File: src/rtl/adc_seq_responder.sv
// Device-side model of the ADC sequencer: CSR decode, fixed channel sequence,
// and a one-beat-per-slot response stream fed from an external sample port.
module adc_seq_responder #(
  parameter int unsigned            NUM_SLOTS    = 2,
  parameter logic [5*NUM_SLOTS-1:0] CH_LIST      = {5'd1, 5'd17},
  parameter int unsigned            CONV_CYCLES  = 4,
  parameter int unsigned            RECAL_CYCLES = 16
) (
  input  logic        clk,
  input  logic        rst,
  input  logic        sequencer_csr_address,
  input  logic        sequencer_csr_read,
  input  logic        sequencer_csr_write,
  input  logic [31:0] sequencer_csr_writedata,
  output logic [31:0] sequencer_csr_readdata,
  output logic [4:0]  sample_ch,
  input  logic [11:0] sample_data,
  output logic        response_valid,
  output logic [4:0]  response_channel,
  output logic [11:0] response_data,
  output logic        response_startofpacket,
  output logic        response_endofpacket
);

  localparam int unsigned SW   = (NUM_SLOTS > 1) ? $clog2(NUM_SLOTS) : 1;
  localparam int unsigned MAXC = (CONV_CYCLES > RECAL_CYCLES) ? CONV_CYCLES : RECAL_CYCLES;
  localparam int unsigned CW   = ($clog2(MAXC) < 1) ? 1 : $clog2(MAXC);

  typedef enum logic [1:0] {IDLE, CONV, EMIT, RECAL} state_t;
  typedef enum logic [2:0] {
    MODE_CONT   = 3'b000,
    MODE_SINGLE = 3'b001,
    MODE_RECAL  = 3'b111
  } mode_t;

  state_t          state;
  logic            ctrl_run;
  logic [2:0]      ctrl_mode;
  logic [SW-1:0]   slot;
  logic [CW-1:0]   cnt;
  logic [11:0]     data_cap;

  logic            ctrl_wr;
  logic [2:0]      wr_mode;
  logic            mode_ok;
  logic            last_slot;
  logic            unused_wd;

  assign ctrl_wr   = sequencer_csr_write && !sequencer_csr_address;
  assign wr_mode   = sequencer_csr_writedata[3:1];
  assign mode_ok   = (wr_mode == MODE_CONT) || (wr_mode == MODE_SINGLE) || (wr_mode == MODE_RECAL);
  assign last_slot = (slot == SW'(NUM_SLOTS - 1));
  assign unused_wd = ^sequencer_csr_writedata[31:4];

  function automatic logic [4:0] ch_of(input logic [SW-1:0] s);
    logic [4:0] ch;
    ch = '0;
    for (int unsigned i = 0; i < NUM_SLOTS; i++) begin
      if (s == SW'(i)) ch = CH_LIST[5*i +: 5];
    end
    return ch;
  endfunction

  always_ff @(posedge clk or negedge rst) begin
    if (!rst) begin
      state                  <= IDLE;
      ctrl_run               <= 1'b0;
      ctrl_mode              <= '0;
      slot                   <= '0;
      cnt                    <= '0;
      data_cap               <= '0;
      sample_ch              <= '0;
      sequencer_csr_readdata <= '0;
      response_valid         <= 1'b0;
      response_channel       <= '0;
      response_data          <= '0;
      response_startofpacket <= 1'b0;
      response_endofpacket   <= 1'b0;
    end else begin
      response_valid <= 1'b0;

      // Nonblocking update means a read coinciding with a write sees the old value.
      if (sequencer_csr_read) begin
        if (sequencer_csr_address)
          sequencer_csr_readdata <= {31'b0, (state != IDLE)};
        else
          sequencer_csr_readdata <= {28'b0, ctrl_mode, ctrl_run};
      end

      // While busy only continuous mode honours RUN; later case branches may override.
      if (ctrl_wr && (state != IDLE) && (ctrl_mode == MODE_CONT))
        ctrl_run <= sequencer_csr_writedata[0];

      case (state)
        IDLE: begin
          if (ctrl_wr) begin
            ctrl_mode <= wr_mode;
            ctrl_run  <= sequencer_csr_writedata[0] & mode_ok;
            if (sequencer_csr_writedata[0] && mode_ok) begin
              slot <= '0;
              cnt  <= '0;
              if (wr_mode == MODE_RECAL) begin
                state <= RECAL;
              end else begin
                state     <= CONV;
                sample_ch <= ch_of('0);
              end
            end
          end
        end
        CONV: begin
          if (cnt == CW'(CONV_CYCLES - 1)) begin
            cnt      <= '0;
            data_cap <= sample_data;
            state    <= EMIT;
          end else begin
            cnt <= cnt + 1'b1;
          end
        end
        EMIT: begin
          response_valid         <= 1'b1;
          response_channel       <= sample_ch;
          response_data          <= data_cap;
          response_startofpacket <= (slot == '0);
          response_endofpacket   <= last_slot;
          if (!last_slot) begin
            slot      <= slot + 1'b1;
            sample_ch <= ch_of(slot + 1'b1);
            state     <= CONV;
          end else if ((ctrl_mode == MODE_CONT) && ctrl_run) begin
            slot      <= '0;
            sample_ch <= ch_of('0);
            state     <= CONV;
          end else begin
            ctrl_run <= 1'b0;
            state    <= IDLE;
          end
        end
        RECAL: begin
          if (cnt == CW'(RECAL_CYCLES - 1)) begin
            cnt      <= '0;
            ctrl_run <= 1'b0;
            state    <= IDLE;
          end else begin
            cnt <= cnt + 1'b1;
          end
        end
        default: state <= IDLE;
      endcase
    end
  end

endmodule

File: config.mk
export PLATFORM = sky130hd
export DESIGN_NAME = adc_seq_responder
export DESIGN_NICKNAME = d
export VERILOG_FILES = /design/src/rtl/adc_seq_responder.sv
export SDC_FILE = /design/constraint.sdc
export NUM_CORES = 1
export LEC_CHECK = 0
export CAP_MARGIN = 25
export CORE_AREA = 2 2 78 80
export DETAILED_ROUTE_END_ITERATION = 10
export DIE_AREA = 0 0 80 82
export GPL_TIMING_DRIVEN = 0
export PLACE_DENSITY_LB_ADDON = 0.3
export REMOVE_ABC_BUFFERS = 1
export SYNTH_ARGS = -nofsm -noshare
export SYNTH_HDL_FRONTEND = slang
export SYNTH_SLANG_ARGS = --single-unit
File: constraint.sdc
create_clock -name clk -period 2.3 [get_ports clk]
set_input_delay 0.345 -clock clk [delete_from_list [all_inputs] [get_ports clk]]
set_output_delay 0.345 -clock clk [all_outputs]
set_load 0.01 [all_outputs]
==> impl_metrics.ini <==
[floorplan]
dieArea_um2 = 6560
io_pins = 106
die_y_um = 82
die_w_um = 80
rows = 28
start_util_pct = 38.6
core_um2 = 5750

[setup_path]
startpoint = state[0]$_DFFE_PN0P_
cpLargestDelayFamily = simple AND/OR/NAND/NOR gates
cp.arrival_ns = 2.25
startpoint_type = flop
rrSetupSlack_ns = 0.23
cp_slowest_cell = nor4_4
end_kind = flop
r2r-end = data_cap[11]$_DFFE_PN0P_
cp.buffers_inverters = 1
path_max_fanout = 12
crit_type = reg2reg
reg2reg_depth = 3
reg2reg_from = state[0]$_DFFE_PN0P_
cp_cell_sequence = inv_2 -> nor4_4 -> mux2_2
critPathMaxStageDelay_ns = 0.83
crit_required_ns = 2.48

[global_route]
grt-ovfl-total = 0
grt_pass1_vias = 1478
grt_util_met1_pct = 17.0
track_usage_pct = 13.5
grt_max_degree = 25
grtUsageMet3_pct = 4.29
met2_usage_pct = 22.3
grt_busiest_layer = met2
grt_pass1_wl_mm = 6.81
antenna_found_initial = 0

[placement]
gp_congestion = 0.856
numPortBuffers = 43
hpwlAfterDp_mm = 2.90
dp_slack_ns = 0.113

[timing]
max_freq_ghz = 0.484
hold_viol = 0
finalCritPeriodShare_pct = 89.9
worst_slew_pin_slew_ns = 0.890
rsz0062_at_grt = no
setup_violations = 0
skew_ns = 0.0102
timing.hold.ws_ns = 0.0303
relSlewSlack_pct = 40.2
slew_violations = 0
finalCriticalPeriod_ns = 2.07
fin_ws_ns = 0.232

[route]
wire_per_inst_um = 12.3
dr.pass1.iters = 4
wirelength_mm = 4.12
drc = 0
drtIter0Drc = 69
postRouteAntennaNets = 0
vias = 1533
viasPerCell = 4.59

[synth]
synth_top_area_share_pct = 51.9
synth_top_area_cell = dfrtp_1
synth_xor_area_share_pct = 0
synthMuxAreaShare_pct = 8.58
synth_edf_count = 0
synth-seq-cells = 46
synth_area_per_cell_um2 = 10.3
synth_top_family_by_area = simple AND/OR/NAND/NOR gates
netlist_area_um2 = 2220
async_flop_share_pct = 100
yosys-top-cells-area = dfrtp_1 (52%), buf_4 (12%), nand2_1 (8.6%), mux2_2 (8.1%), o21ai_0 (1.8%)
synthSimpleGateAreaFrac_pct = 16.6
synth_fa_ha_area_share_pct = 0.564
ys.flop_type = dfrtp_1
synth-compound-area-share_pct = 7.90
yosys_warnings = 0
netlist_instances = 215
synth_cell_types = 38
synth-seq-area-share_pct = 51.9

[clock_tree]
cts_resized = 0
postCtsSetupRepairBufs = 0
cts-htree-levels = 2
postCtsHoldBufs = 0
numClockSinks = 46
root_buffer = clkbuf_8
path_clk_slew_ns = 0.09
cts_tree = done
numCtsBuffers = 5
clock_latency_ns = 0.30
cts_max_path_buffers = 2

[final_layout]
antennaDiodeCount = 0
final_common_cell = nand2_1
layout-drive-gt1-share_pct = 13.9
area.growth.synth_to_final_pct = 20.5
nets = 308
layout_common_cells = nand2_1 (50), dfrtp_1 (46), clkdlybuf4s50_1 (42), conb_1 (34), mux2_2 (16)
fin_util_pct = 46.5

[power]
powerDensity_nw_per_um2 = 1150
p_leak_uw = 0.00125
power.total_uw = 3090
vdd_ir_drop_max_mv = 0.571

[hold_path]
hp-class = in2async

[outcome]
status = finished, final reports clean

[run]
maxCapViolCount = 0
==> kinds of logic (layout without fill, tap and decap cells) <==
logic type / count (synthesis) / after routing
buf+inv: 46 / 57
other cells: 1 / 34
simple gates: 77 / 77
compound gates: 27 / 27
mux: 17 / 17
flops: 46 / 46
fa+ha+maj: 1 / 1
==> layout make-up <==
type	count	area (um^2)
Sequential cell	46	1150
Inverter	5	18.8
Timing Repair Buffer	44	445
Fill cell	578	3070
Tap cell	75	93.8
Clock buffer	6	72.6
Clock inverter	2	13.8
Multi-Input combinational cell	156	877
==> worst max-delay path by stage <==
stage / to / depth (start not counted) / slack, ns
2_1_floorplan: data_cap[0]$_DFFE_PN0P_ / 3 / 0.62
3_3_place_gp: cnt[2]$_DFFE_PN0P_ / 1 / -0.45
3_5_place_dp: response_channel[4]$_DFFE_PN0P_ / 5 / 0.11
4_1_cts: response_channel[4]$_DFFE_PN0P_ / 5 / 0.09
5_1_grt: data_cap[5]$_DFFE_PN0P_ / 3 / 0.07
6_report: data_cap[11]$_DFFE_PN0P_ / 3 / 0.23
==> report_power, final <==
part | switching [uW] | internal, uW | total [uW]
Combinational | 551 | 633 | 1180
Sequential | 262 | 1150 | 1410
Clock | 272 | 215 | 487
Total | 1090 | 2000 | 3090
==> cell usage after synthesis, types with 2 or more instances <==
master,instances
nand2_1,51
dfrtp_1,46
buf_4,35
mux2_2,16
o21ai_0,8
a21oi_1,6
inv_1,4
nor2_1,4
a31o_2,3
nand3_1,3
nor2b_1,3
nor3_1,3
a2bb2oi_1,2
a31oi_1,2
and3_1,2
buf_2,2
clkbuf_1,2
nand2b_1,2
nand4_1,2
==> layer usage <==
metal	routed length, um	share of wire, %
met1	1880	46
met2	1910	46
met3	292	7.1
met4	37	0.90
met5	0	0
==> worst register-to-register path, stage by stage, from the launching register on <==
cell,delay [ns]
dfrtp_1,0.55
inv_2,0.16
nor4_4,0.83
mux2_2,0.42
==> metrics by stage <==
| step | std cells | instance area (um^2) | setup TNS [ns] |
|---|---|---|---|
| finish | 334 | 2670 | 0 |
| global route | 334 | 2670 | 0 |
| CTS | 334 | 2670 | 0 |
| detailed placement | 326 | 2580 | 0 |
| global placement | 325 | 2570 | -20.67 |
| floorplan | 207 | 2040 | 0 |
==> registers in the layout, summed over array words and instances (netlist names) <==
signal and flops:
data_cap 12, response_channel 2, ctrl_mode 3, response_data 12
state 2, cnt 4, sample_ch 2, sequencer_csr_readdata 4
response_startofpacket 1, last_slot 1, response_valid 1, response_endofpacket 1
ctrl_run 1
(Power assumes the default switching activity.)
